## config.mk

```make
export PLATFORM = sky130hd
export DESIGN_NAME = sc_stream_decoder
export DESIGN_NICKNAME = d
export VERILOG_FILES = /design/src/rtl/sc_pkg.sv /design/src/rtl/sc_window_counter.sv /design/src/rtl/sc_stream_decoder.sv
export SDC_FILE = /design/constraint.sdc
export NUM_CORES = 1
export LEC_CHECK = 0
export CAP_MARGIN = 5
export CORE_MARGIN = 4
export CORE_UTILIZATION = 50
export CTS_CLUSTER_DIAMETER = 40
export DETAILED_ROUTE_END_ITERATION = 8
export MAX_ROUTING_LAYER = met4
export PLACE_DENSITY_LB_ADDON = 0.25
export SETUP_SLACK_MARGIN = 0.02
export SKIP_CTS_REPAIR_TIMING = 1
export SKIP_LAST_GASP = 1
export SYNTH_ARGS = -nofsm -noshare
export SYNTH_HDL_FRONTEND = slang
export SYNTH_SLANG_ARGS = --single-unit
export TNS_END_PERCENT = 20
```

## constraint.sdc

```tcl
create_clock -name clkB -period 4.15 [get_ports clkB]
set_input_delay 0.415 -clock clkB [delete_from_list [all_inputs] [get_ports clkB]]
set_output_delay 0.415 -clock clkB [all_outputs]
set_load 0.01 [all_outputs]
```

## src/rtl/sc_pkg.sv

```systemverilog
// Shared definitions for the stochastic-computing blocks.
package sc_pkg;

    // nummax scaling factor width used across the stochastic chain
    localparam int unsigned NUM_W = 9;

    // Decoder control states
    typedef enum logic [1:0] {
        IDLE,
        ACCUM,
        CALC,
        DONE
    } sc_dec_state_t;

endpackage

```

## src/rtl/sc_window_counter.sv

```systemverilog
// Observation-window counter: counts ones in the stream and tracks the
// sample index so the owner knows when the N-th sample is being taken.
module sc_window_counter #(
    parameter int unsigned LOG2_LEN = 8
) (
    input  logic                clk,
    input  logic                rst,
    input  logic                clr,
    input  logic                en,
    input  logic                bit_in,
    output logic [LOG2_LEN:0]   ones,
    output logic                last_sample
);

    logic [LOG2_LEN:0]   ones_q, ones_d;
    logic [LOG2_LEN-1:0] cyc_q,  cyc_d;

    // Next-count: clear wins over enable; ones can reach N, hence one extra bit
    always_comb begin
        ones_d = ones_q;
        cyc_d  = cyc_q;
        if (clr) begin
            ones_d = '0;
            cyc_d  = '0;
        end else if (en) begin
            ones_d = ones_q + (LOG2_LEN+1)'(bit_in);
            cyc_d  = cyc_q + LOG2_LEN'(1);
        end
    end

    // Counter registers with synchronous reset
    always_ff @(posedge clk) begin
        if (rst) begin
            ones_q <= '0;
            cyc_q  <= '0;
        end else begin
            ones_q <= ones_d;
            cyc_q  <= cyc_d;
        end
    end

    assign ones        = ones_q;
    assign last_sample = &cyc_q;

endmodule

```

## src/rtl/sc_stream_decoder.sv

```systemverilog
// Stochastic-to-binary decoder: counts ones over a 2^LOG2_LEN window,
// rescales by the captured nummax and presents the result via valid/ready.
module sc_stream_decoder
    import sc_pkg::*;
#(
    parameter int unsigned LOG2_LEN = 8,
    parameter int unsigned NUM_W    = sc_pkg::NUM_W
) (
    input  logic                clkB,
    input  logic                rst,
    input  logic                start,
    input  logic                bit_in,
    input  logic [NUM_W-1:0]    nummax_in,
    output logic                busy,
    output logic                valid,
    input  logic                ready,
    output logic [LOG2_LEN:0]   count,
    output logic [NUM_W-1:0]    value
);

    localparam int unsigned PROD_W = LOG2_LEN + 1 + NUM_W;

    sc_dec_state_t       state_q, state_d;
    logic [NUM_W-1:0]    nm_q, nm_d;
    logic [LOG2_LEN:0]   count_q, count_d;
    logic [NUM_W-1:0]    value_q, value_d;

    logic                win_clr;
    logic                win_en;
    logic [LOG2_LEN:0]   ones;
    logic                last_sample;
    logic [PROD_W-1:0]   prod;

    sc_window_counter #(
        .LOG2_LEN (LOG2_LEN)
    ) u_window (
        .clk         (clkB),
        .rst         (rst),
        .clr         (win_clr),
        .en          (win_en),
        .bit_in      (bit_in),
        .ones        (ones),
        .last_sample (last_sample)
    );

    // Full-width product; ones <= N guarantees the shifted result fits NUM_W
    always_comb begin
        prod = PROD_W'(ones) * PROD_W'(nm_q);
    end

    // Next-state and datapath control
    always_comb begin
        state_d = state_q;
        nm_d    = nm_q;
        count_d = count_q;
        value_d = value_q;
        win_clr = 1'b0;
        win_en  = 1'b0;
        case (state_q)
            IDLE: begin
                if (start) begin
                    nm_d    = nummax_in;
                    win_clr = 1'b1;
                    state_d = ACCUM;
                end
            end
            ACCUM: begin
                win_en = 1'b1;
                if (last_sample) begin
                    state_d = CALC;
                end
            end
            CALC: begin
                count_d = ones;
                value_d = prod[LOG2_LEN +: NUM_W];
                state_d = DONE;
            end
            DONE: begin
                if (ready) begin
                    state_d = IDLE;
                end
            end
            default: state_d = IDLE;
        endcase
    end

    // State and result registers with synchronous reset
    always_ff @(posedge clkB) begin
        if (rst) begin
            state_q <= IDLE;
            nm_q    <= '0;
            count_q <= '0;
            value_q <= '0;
        end else begin
            state_q <= state_d;
            nm_q    <= nm_d;
            count_q <= count_d;
            value_q <= value_d;
        end
    end

    assign busy  = (state_q == ACCUM) || (state_q == CALC);
    assign valid = (state_q == DONE);
    assign count = count_q;
    assign value = value_q;

endmodule

```

==> out/qor.yml, run 1 <==
tightest_slew_ns: 1.121
io_buffer_count: 33
run_status: "complete, no violations"
ir_worst_vdd_v: 0.0004069
core_mm2: 0.008382
antenna_cells: 0
synth-main-ff-cell: "dfxtp_1"
pin_count: 34
rsz0062_at_grt: "true"
via_per_inst: 5.296
crit_end: "value[6]"
crit_path_start: "u_window.ones[5]"
r2r-start: "u_window.ones[5]"
antenna_found_initial: 0
synthArstFlopShare_pct: 0
hold_path_class: "flop to flop"
ys_types: 40
wire_per_inst_um: 14.95
critical_path_class: "flop to flop"
cts_root_buf: "clkbuf_8"
synth_area_leaders: "fa_1 (22%), dfxtp_1 (21%), ha_1 (11%), nand2_1 (6.5%), inv_1 (6.1%)"
postSynthAreaPerCell_um2: 8.596
power.leakage_nw: 2.445
grt_pass1_vias: 3657
highest_layer: "met4"
setup_violations: 0
yosys.area.top_type: "fa_1"
grt_max_degree: 29
hpwl_mm: 8.079
synthesis.nets: 611
synth_edf_count: 0
grt-ovfl-total: 0
grt_pass1_wl_mm: 16.90
crit_path_end_kind: "flop"
ys_ff_latch: 46
grt.total_usage_pct: 21.34
dieArea_mm2: 0.01031
rr_worst_depth: 13
drt-met1-wl_mm: 4.441
num_rows: 33
die_h_um: 101.5
path_clk_slew_ns: 0.10
skew_ns: 0.009301
worst-path-max-fanout: 8
fin_nets: 666
gp_congestion: 0.8939
clockBufferDepth: 2
startpoint_type: "flop"
cts_tree: "done"
synth_top_cell_area_share_pct: 21.96
drv_cap: 0
wirelength_mm: 10.02
drive_gt1_share_pct: 16.64
ys_seq_area_share_pct: 21.05
hold_viol_final: 0
timing.final.crit_share_pct: 98.80
cp.required_ns: 4.36
critPathArrivalTime_ns: 4.31
hold_ws_ns: 0.4592
drv_slew: 0
clock-sinks: 46
drt-initial-drc-count: 204
synth_cells: 509
first_pass_iters: 4
cts_buffers: 5
fp.dieW_um: 101.5
h-tree-depth: 2
vias: 3548
ys_warn_count: 0
drc: 0
rrSetupSlack_ns: 0.05
min_period_ns: 4.100
clk_latency_ns: 0.31
pwr_density_cell_mw_per_mm2: 240.3
worstHoldStart: "value[8]"
slew_headroom_pct: 25.29
wl_met2_mm: 5.090
met3_length_um: 287
utilization_pct: 63.16
netlist_area_mm2: 0.004375
syn2layout_area_growth_pct: 20.99
r2r-end: "value[6]"
drtAntennaViolNets: 0
start_util_pct: 52.20
power_mw: 1.272
fmax_mhz: 243.9
==> cell usage after synthesis (2+ instances only) <==
| master | number |
|---|---|
| a211oi_1 | 2 |
| a21o_1 | 2 |
| a21oi_1 | 25 |
| and2_1 | 41 |
| and3_1 | 3 |
| buf_2 | 4 |
| buf_4 | 3 |
| clkbuf_1 | 20 |
| dfxtp_1 | 46 |
| fa_1 | 48 |
| ha_1 | 40 |
| inv_1 | 71 |
| mux2i_1 | 15 |
| nand2_1 | 76 |
| nand2b_1 | 4 |
| nand3_1 | 7 |
| nand4_1 | 7 |
| nor2_1 | 36 |
| o21ai_0 | 8 |
| o21ai_1 | 6 |
| o21bai_1 | 2 |
| o22ai_1 | 2 |
| o31ai_2 | 2 |
| or3_1 | 3 |
| xnor2_1 | 11 |
| xor2_1 | 11 |
==> critical path: stages (launching register included) <==
cell       delay (ns)
dfxtp_4          0.39
and2_1           0.18
fa_1             0.57
fa_2             0.45
fa_1             0.49
inv_1            0.05
fa_1             0.52
inv_1            0.06
ha_4             0.16
a21o_1           0.16
a21o_1           0.16
a21oi_2          0.18
mux2_4           0.33
a2111oi_4        0.29
==> cells in the final DEF, fill, tap and decap left out, types with 3 or more instances in the layout <==
master,n
and3_1,3
nand2_1,75
and2_1,37
a21oi_2,3
dfxtp_1,33
nand3_1,6
ha_1,35
nor2_1,35
and2_4,4
a21oi_1,22
xnor2_1,11
mux2i_1,14
inv_1,70
dfxtp_2,8
fa_1,47
xor2_1,11
nand4_1,7
clkdlybuf4s50_1,33
dfxtp_4,5
o21ai_0,7
ha_4,5
or3_1,3
nand2b_1,4
clkbuf_8,5
buf_4,43
o21ai_1,6
==> worst min path at each step <==
stage / slack (ns) / cells past startpoint / endpoint
after floorplan: 0.46 / 2 / u_window.cyc_q[7]
after global placement: 0.44 / 2 / value[8]
after detailed placement: 0.44 / 2 / value[8]
after CTS: 0.46 / 2 / value[8]
after global routing: 0.48 / 2 / value[8]
final: 0.46 / 2 / value[8]
==> registers in the layout (all words and copies together), names as in the netlist <==
name	flops
state_q	2
count	9
value	9
u_window.ones	9
nm_q	9
u_window.cyc_q	8
==> layout make-up <==
| class | count | area, µm² |
|---|---|---|
| Tap cell | 105 | 131.4 |
| Sequential cell | 46 | 949.7 |
| Timing Repair Buffer | 76 | 653.1 |
| Clock buffer | 5 | 68.82 |
| Clock inverter | 3 | 27.53 |
| Inverter | 71 | 266.5 |
| Fill cell | 697 | 3088 |
| Multi-Input combinational cell | 364 | 3197 |
==> kinds of logic after synthesis <==
| kind of cell | share of synthesized area, % |
|---|---|
| fa+ha+maj | 33.40 |
| mux | 3.774 |
| xor+xnor | 4.404 |
| simple gates | 19.90 |
| compound gates | 8.607 |
| flops | 21.05 |
| buf+inv | 8.865 |
==> metal layers <==
| metal | global-route usage (%) | vias up |
|---|---|---|
| met2 | 35.06 | 81 |
| met1 | 27.66 | 1740 |
| met5 | - | - |
| met3 | 2.342 | 17 |
| met4 | 6.748 | 0 |
| li1 | - | 1710 |
==> where the power goes <==
part | switching [mW] | internal (mW) | total [mW]
logic | 0.256 | 0.189 | 0.445
clock network | 0.176 | 0.125 | 0.301
registers | 0.0429 | 0.483 | 0.526
total | 0.475 | 0.798 | 1.27
==> per-stage QoR <==
step                area [µm²]  setup TNS, ns  cells  setup WS (ns)
floorplan                 4473              0    509        0.02914
global route              5294        -0.5531    670        -0.1047
global placement          5031     -0.0007105    658     -0.0007105
finish                    5294              0    670        0.04968
CTS                       5127        -0.3880    666        -0.1562
detailed placement        5031        -0.2320    658        -0.1297
No activity file was read; power rests on OpenSTA's default activity.
==> run 2: changes to the inputs <==
Settings changed: SKIP_LAST_GASP 1 to not set.
==> out/qor.yml, run 2 (synthesis results as in run 1) <==
run_status: "complete, no violations"
fin_nets: 666  # unchanged
crit_path_start: "u_window.ones[5]"
grt_pass1_wl_mm: 16.90  # unchanged
num_rows: 33  # unchanged
startpoint_type: "flop"
vias: 3527  # -0.59%
hold_depth: 2  # unchanged
timing.final.crit_share_pct: 98.67  # -0.13 points
clockBufferDepth: 2  # unchanged
grt_pass1_vias: 3657  # unchanged
hold_path_class: "flop to flop"
grt-ovfl-total: 0  # unchanged
dp_slack_ns: -0.1297  # unchanged
drv_cap: 0  # unchanged
h-tree-depth: 2  # unchanged
fp.dieW_um: 101.5  # unchanged
power_mw: 1.274  # about the same
skew_ns: 0.009406  # +0.0001054 ns
fin_tns_setup_ns: 0  # unchanged
drc: 0  # unchanged
drt-initial-drc-count: 194  # -4.9%
crit_path_end_kind: "flop"
place_area_mm2: 0.005031  # unchanged
r2r-end: "value[6]"
drtAntennaViolNets: 0  # unchanged
via_per_inst: 5.264  # -0.59%
critPathArrivalTime_ns: 4.31  # about the same
rrSetupSlack_ns: 0.06  # about the same
cts_root_buf: "clkbuf_8"
rsz0062_at_grt: "true"
io_buffer_count: 33  # unchanged
dp.cells: 658  # unchanged
gp_congestion: 0.8939  # unchanged
clock-sinks: 46  # unchanged
path_clk_slew_ns: 0.10  # about the same
cts_tree: "done"
critical_path_class: "flop to flop"
worst-path-max-fanout: 8  # unchanged
hold_ws_ns: 0.4566  # -0.002540 ns
setup_slack_ns: 0.05520  # +0.005522 ns
grt_max_degree: 29  # unchanged
final_area_mm2: 0.005305  # +0.21%
setup_violations: 0  # unchanged
wirelength_mm: 10.05  # +0.30%
fin_cells: 670  # unchanged
core_mm2: 0.008382  # unchanged
hpwl_mm: 8.079  # unchanged
dieArea_mm2: 0.01031  # unchanged
crit_end: "value[6]"
die_h_um: 101.5  # unchanged
syn2layout_area_growth_pct: 21.25
tightest_slew_ns: 1.124  # +0.003089 ns
fmax_mhz: 244.2  # +0.13%
min_period_ns: 4.095  # -0.005522 ns
cp.required_ns: 4.36  # about the same
first_pass_iters: 4  # unchanged
ir_worst_vdd_v: 0.0004079  # +0.24%
utilization_pct: 63.29  # +0.13 points
antenna_cells: 0  # unchanged
final_common_cell: "nand2_1"
clk_latency_ns: 0.31  # about the same
cts_buffers: 5  # unchanged
rr_worst_depth: 13  # unchanged
power.leakage_nw: 2.447  # about the same
r2r-start: "u_window.ones[5]"
antenna_found_initial: 0  # unchanged
wire_per_inst_um: 15.00  # +0.30%
drive_gt1_share_pct: 16.99  # +0.35 points
n_fill_cell: 692  # -0.72%
grt.total_usage_pct: 21.34  # unchanged
slew_headroom_pct: 25.08  # -0.21 points
pwr_density_cell_mw_per_mm2: 240.1  # -0.12%
pin_count: 34  # unchanged
hold_viol_final: 0  # unchanged
drv_slew: 0  # unchanged
layout_common_cells: "nand2_1 (75), inv_1 (70), fa_1 (47)"
start_util_pct: 52.20  # unchanged
[run 2: cell type report]
class	instances	area, µm²	area share (%)
multi-input cells	364	3204	60.40
flip-flops and latches	46	949.7	17.90
repair buffers	76	656.9	12.38
inverters	71	266.5	5.024
well taps	105	131.4	2.476
clock buffers	5	68.82	1.297
clock inverters	3	27.53	0.5189
[run 2: worst min path at each step]
stage / to / start
after floorplan: u_window.cyc_q[7] / u_window.cyc_q[7]
after CTS: value[8] / value[8]
after global routing: value[8] / value[8]
after global placement: value[8] / value[8]
final: value[8] / value[8]
after detailed placement: value[8] / value[8]
[run 2: report_power, final]
part	switching, mW	internal, mW	leakage [nW]
sequential	0.0428	0.483	0.380
combinational	0.257	0.189	2.02
clock	0.176	0.125	0.0467
[run 2: critical path, stage by stage (launching register included)]
cell and delay [ns]:
dfxtp_4 0.39, and2_1 0.18, fa_1 0.57, fa_2 0.45, fa_1 0.49, inv_1 0.05, fa_1 0.52, inv_1 0.06
ha_4 0.16, a21o_1 0.16, a21o_1 0.16, a21oi_2 0.17, mux2_4 0.33, a2111oi_4 0.29
[run 2: per-layer routing]
metal	global-route usage (%)	vias up	wire length, µm
met5	-	-	0
met4	6.748	0	189
met3	2.342	17	301
met2	35.06	71	5041
met1	27.66	1730	4517
li1	-	1709	-
==> run 3: changes to the inputs <==
Settings changed: CAP_MARGIN 5 to 20, SETUP_SLACK_MARGIN 0.02 to 0.05.
==> out/qor.yml, run 3 (synthesis results as in run 1) <==
run_status: "complete, no violations"
antenna_cells: 0  # unchanged
clock-sinks: 46  # unchanged
r2r-end: "value[6]"
hold_depth: 2  # unchanged
antenna_found_initial: 0  # unchanged
pwr_density_cell_mw_per_mm2: 242.9  # +1.2%
grt.total_usage_pct: 20.40  # -0.94 points
timing.final.crit_share_pct: 98.59  # about the same
dp_slack_ns: -0.05624  # +0.07350 ns
via_per_inst: 5.277  # +0.25%
slew_headroom_pct: 28.73  # +3.6 points
fmax_mhz: 244.4  # about the same
hold_viol_final: 0  # unchanged
crit_path_end_kind: "flop"
final_common_cell: "nand2_1"
setup_violations: 0  # unchanged
wirelength_mm: 9.737  # -3.1%
fin_tns_setup_ns: 0  # unchanged
tightest_slew_ns: 1.069  # -0.05472 ns
drc: 0  # unchanged
worst-path-max-fanout: 7  # -1
final_area_mm2: 0.005386  # +1.5%
grt-ovfl-total: 0  # unchanged
hold_path_class: "flop to flop"
dieArea_mm2: 0.01031  # unchanged
critPathArrivalTime_ns: 4.31  # about the same
clockBufferDepth: 2  # unchanged
rsz0062_at_grt: "true"
place_area_mm2: 0.005002  # -0.57%
fp.dieW_um: 101.5  # unchanged
drive_gt1_share_pct: 19.04  # +2.0 points
cp.required_ns: 4.37  # about the same
h-tree-depth: 2  # unchanged
power.leakage_nw: 2.447  # about the same
fin_nets: 663  # -0.45%
setup_slack_ns: 0.05847  # +0.003270 ns
drv_cap: 0  # unchanged
ir_worst_vdd_v: 0.0003870  # -5.1%
drtAntennaViolNets: 0  # unchanged
rrSetupSlack_ns: 0.06  # about the same
cts_tree: "done"
start_util_pct: 52.20  # unchanged
num_rows: 33  # unchanged
clk_latency_ns: 0.31  # about the same
first_pass_iters: 5  # +1
grt_max_degree: 29  # unchanged
layout_common_cells: "nand2_1 (75), inv_1 (67), fa_1 (45)"
startpoint_type: "flop"
cts_buffers: 5  # unchanged
wire_per_inst_um: 14.60  # -2.7%
cts_root_buf: "clkbuf_8"
hold_end: "value[4]"
fin_cells: 667  # -0.45%
worstHoldStart: "value[4]"
skew_ns: 0.01213  # +0.002721 ns
multi_input_area_mm2: 0.003269  # +2.0%
rr_worst_depth: 13  # unchanged
pin_count: 34  # unchanged
drt-initial-drc-count: 164  # -15%
io_buffer_count: 33  # unchanged
syn2layout_area_growth_pct: 23.11
vias: 3520  # -0.20%
min_period_ns: 4.092  # -0.003270 ns
path_clk_slew_ns: 0.10  # about the same
register_area_um2: 955.9  # +0.66%
drv_slew: 0  # unchanged
grt_pass1_wl_mm: 16.29  # -3.6%
n_fill_cell: 682  # -1.4%
dp.cells: 653  # -0.76%
hpwl_mm: 7.641  # -5.4%
grt_pass1_vias: 3409  # -6.8%
core_mm2: 0.008382  # unchanged
die_h_um: 101.5  # unchanged
gp_congestion: 0.8692  # -2.8%
r2r-start: "u_window.ones[5]"
critical_path_class: "flop to flop"
[run 3: critical path: stages (launching register included)]
cell and delay (ns):
dfxtp_4 0.38, and2_4 0.16, fa_1 0.50, fa_1 0.50
fa_1 0.49, inv_1 0.05, fa_1 0.49, inv_2 0.04
ha_4 0.21, a21o_1 0.19, a21o_1 0.19, a21oi_2 0.17
mux2_4 0.33, a2111oi_4 0.32
[run 3: through the flow]
stage,hold slack [ns],util [%],power [mW]
floorplan,0.4587,-,0.8153
global placement,0.4371,59.68,0.9482
detailed placement,0.4454,59.68,0.9530
CTS,0.4580,61.08,1.305
global route,0.4748,64.26,1.394
finish,0.4508,64.26,1.308
[run 3: layer usage]
metal | global-route usage, % | vias to the layer above | share of wire (%)
met5 | - | - | 0
met4 | 5.215 | 0 | 2.4
met3 | 2.410 | 24 | 2.4
met2 | 32.60 | 61 | 49
met1 | 27.65 | 1730 | 46
li1 | - | 1705 | -
[run 3: power by group]
| group | internal (mW) | switching (mW) |
|---|---|---|
| combinational | 0.185 | 0.241 |
| sequential | 0.484 | 0.0458 |
| clock | 0.184 | 0.169 |
| total | 0.852 | 0.456 |
[run 3: worst max-delay path by stage]
stage / start / end / slack [ns]
after floorplan: u_window.ones[6] / value[6] / 0.06
after global placement: nm_q[4] / value[6] / -0.05
after detailed placement: nm_q[4] / value[7] / -0.06
after CTS: nm_q[4] / value[7] / -0.09
after global routing: nm_q[2] / value[6] / -0.1
final: u_window.ones[5] / value[6] / 0.06
[run 3: cell type report]
class | count | share of cell area, %
Timing Repair Buffer | 73 | 11.99
Tap cell | 105 | 2.439
Inverter | 71 | 4.948
Clock buffer | 5 | 1.278
Sequential cell | 46 | 17.75
Clock inverter | 3 | 0.9059
Multi-Input combinational cell | 364 | 60.70
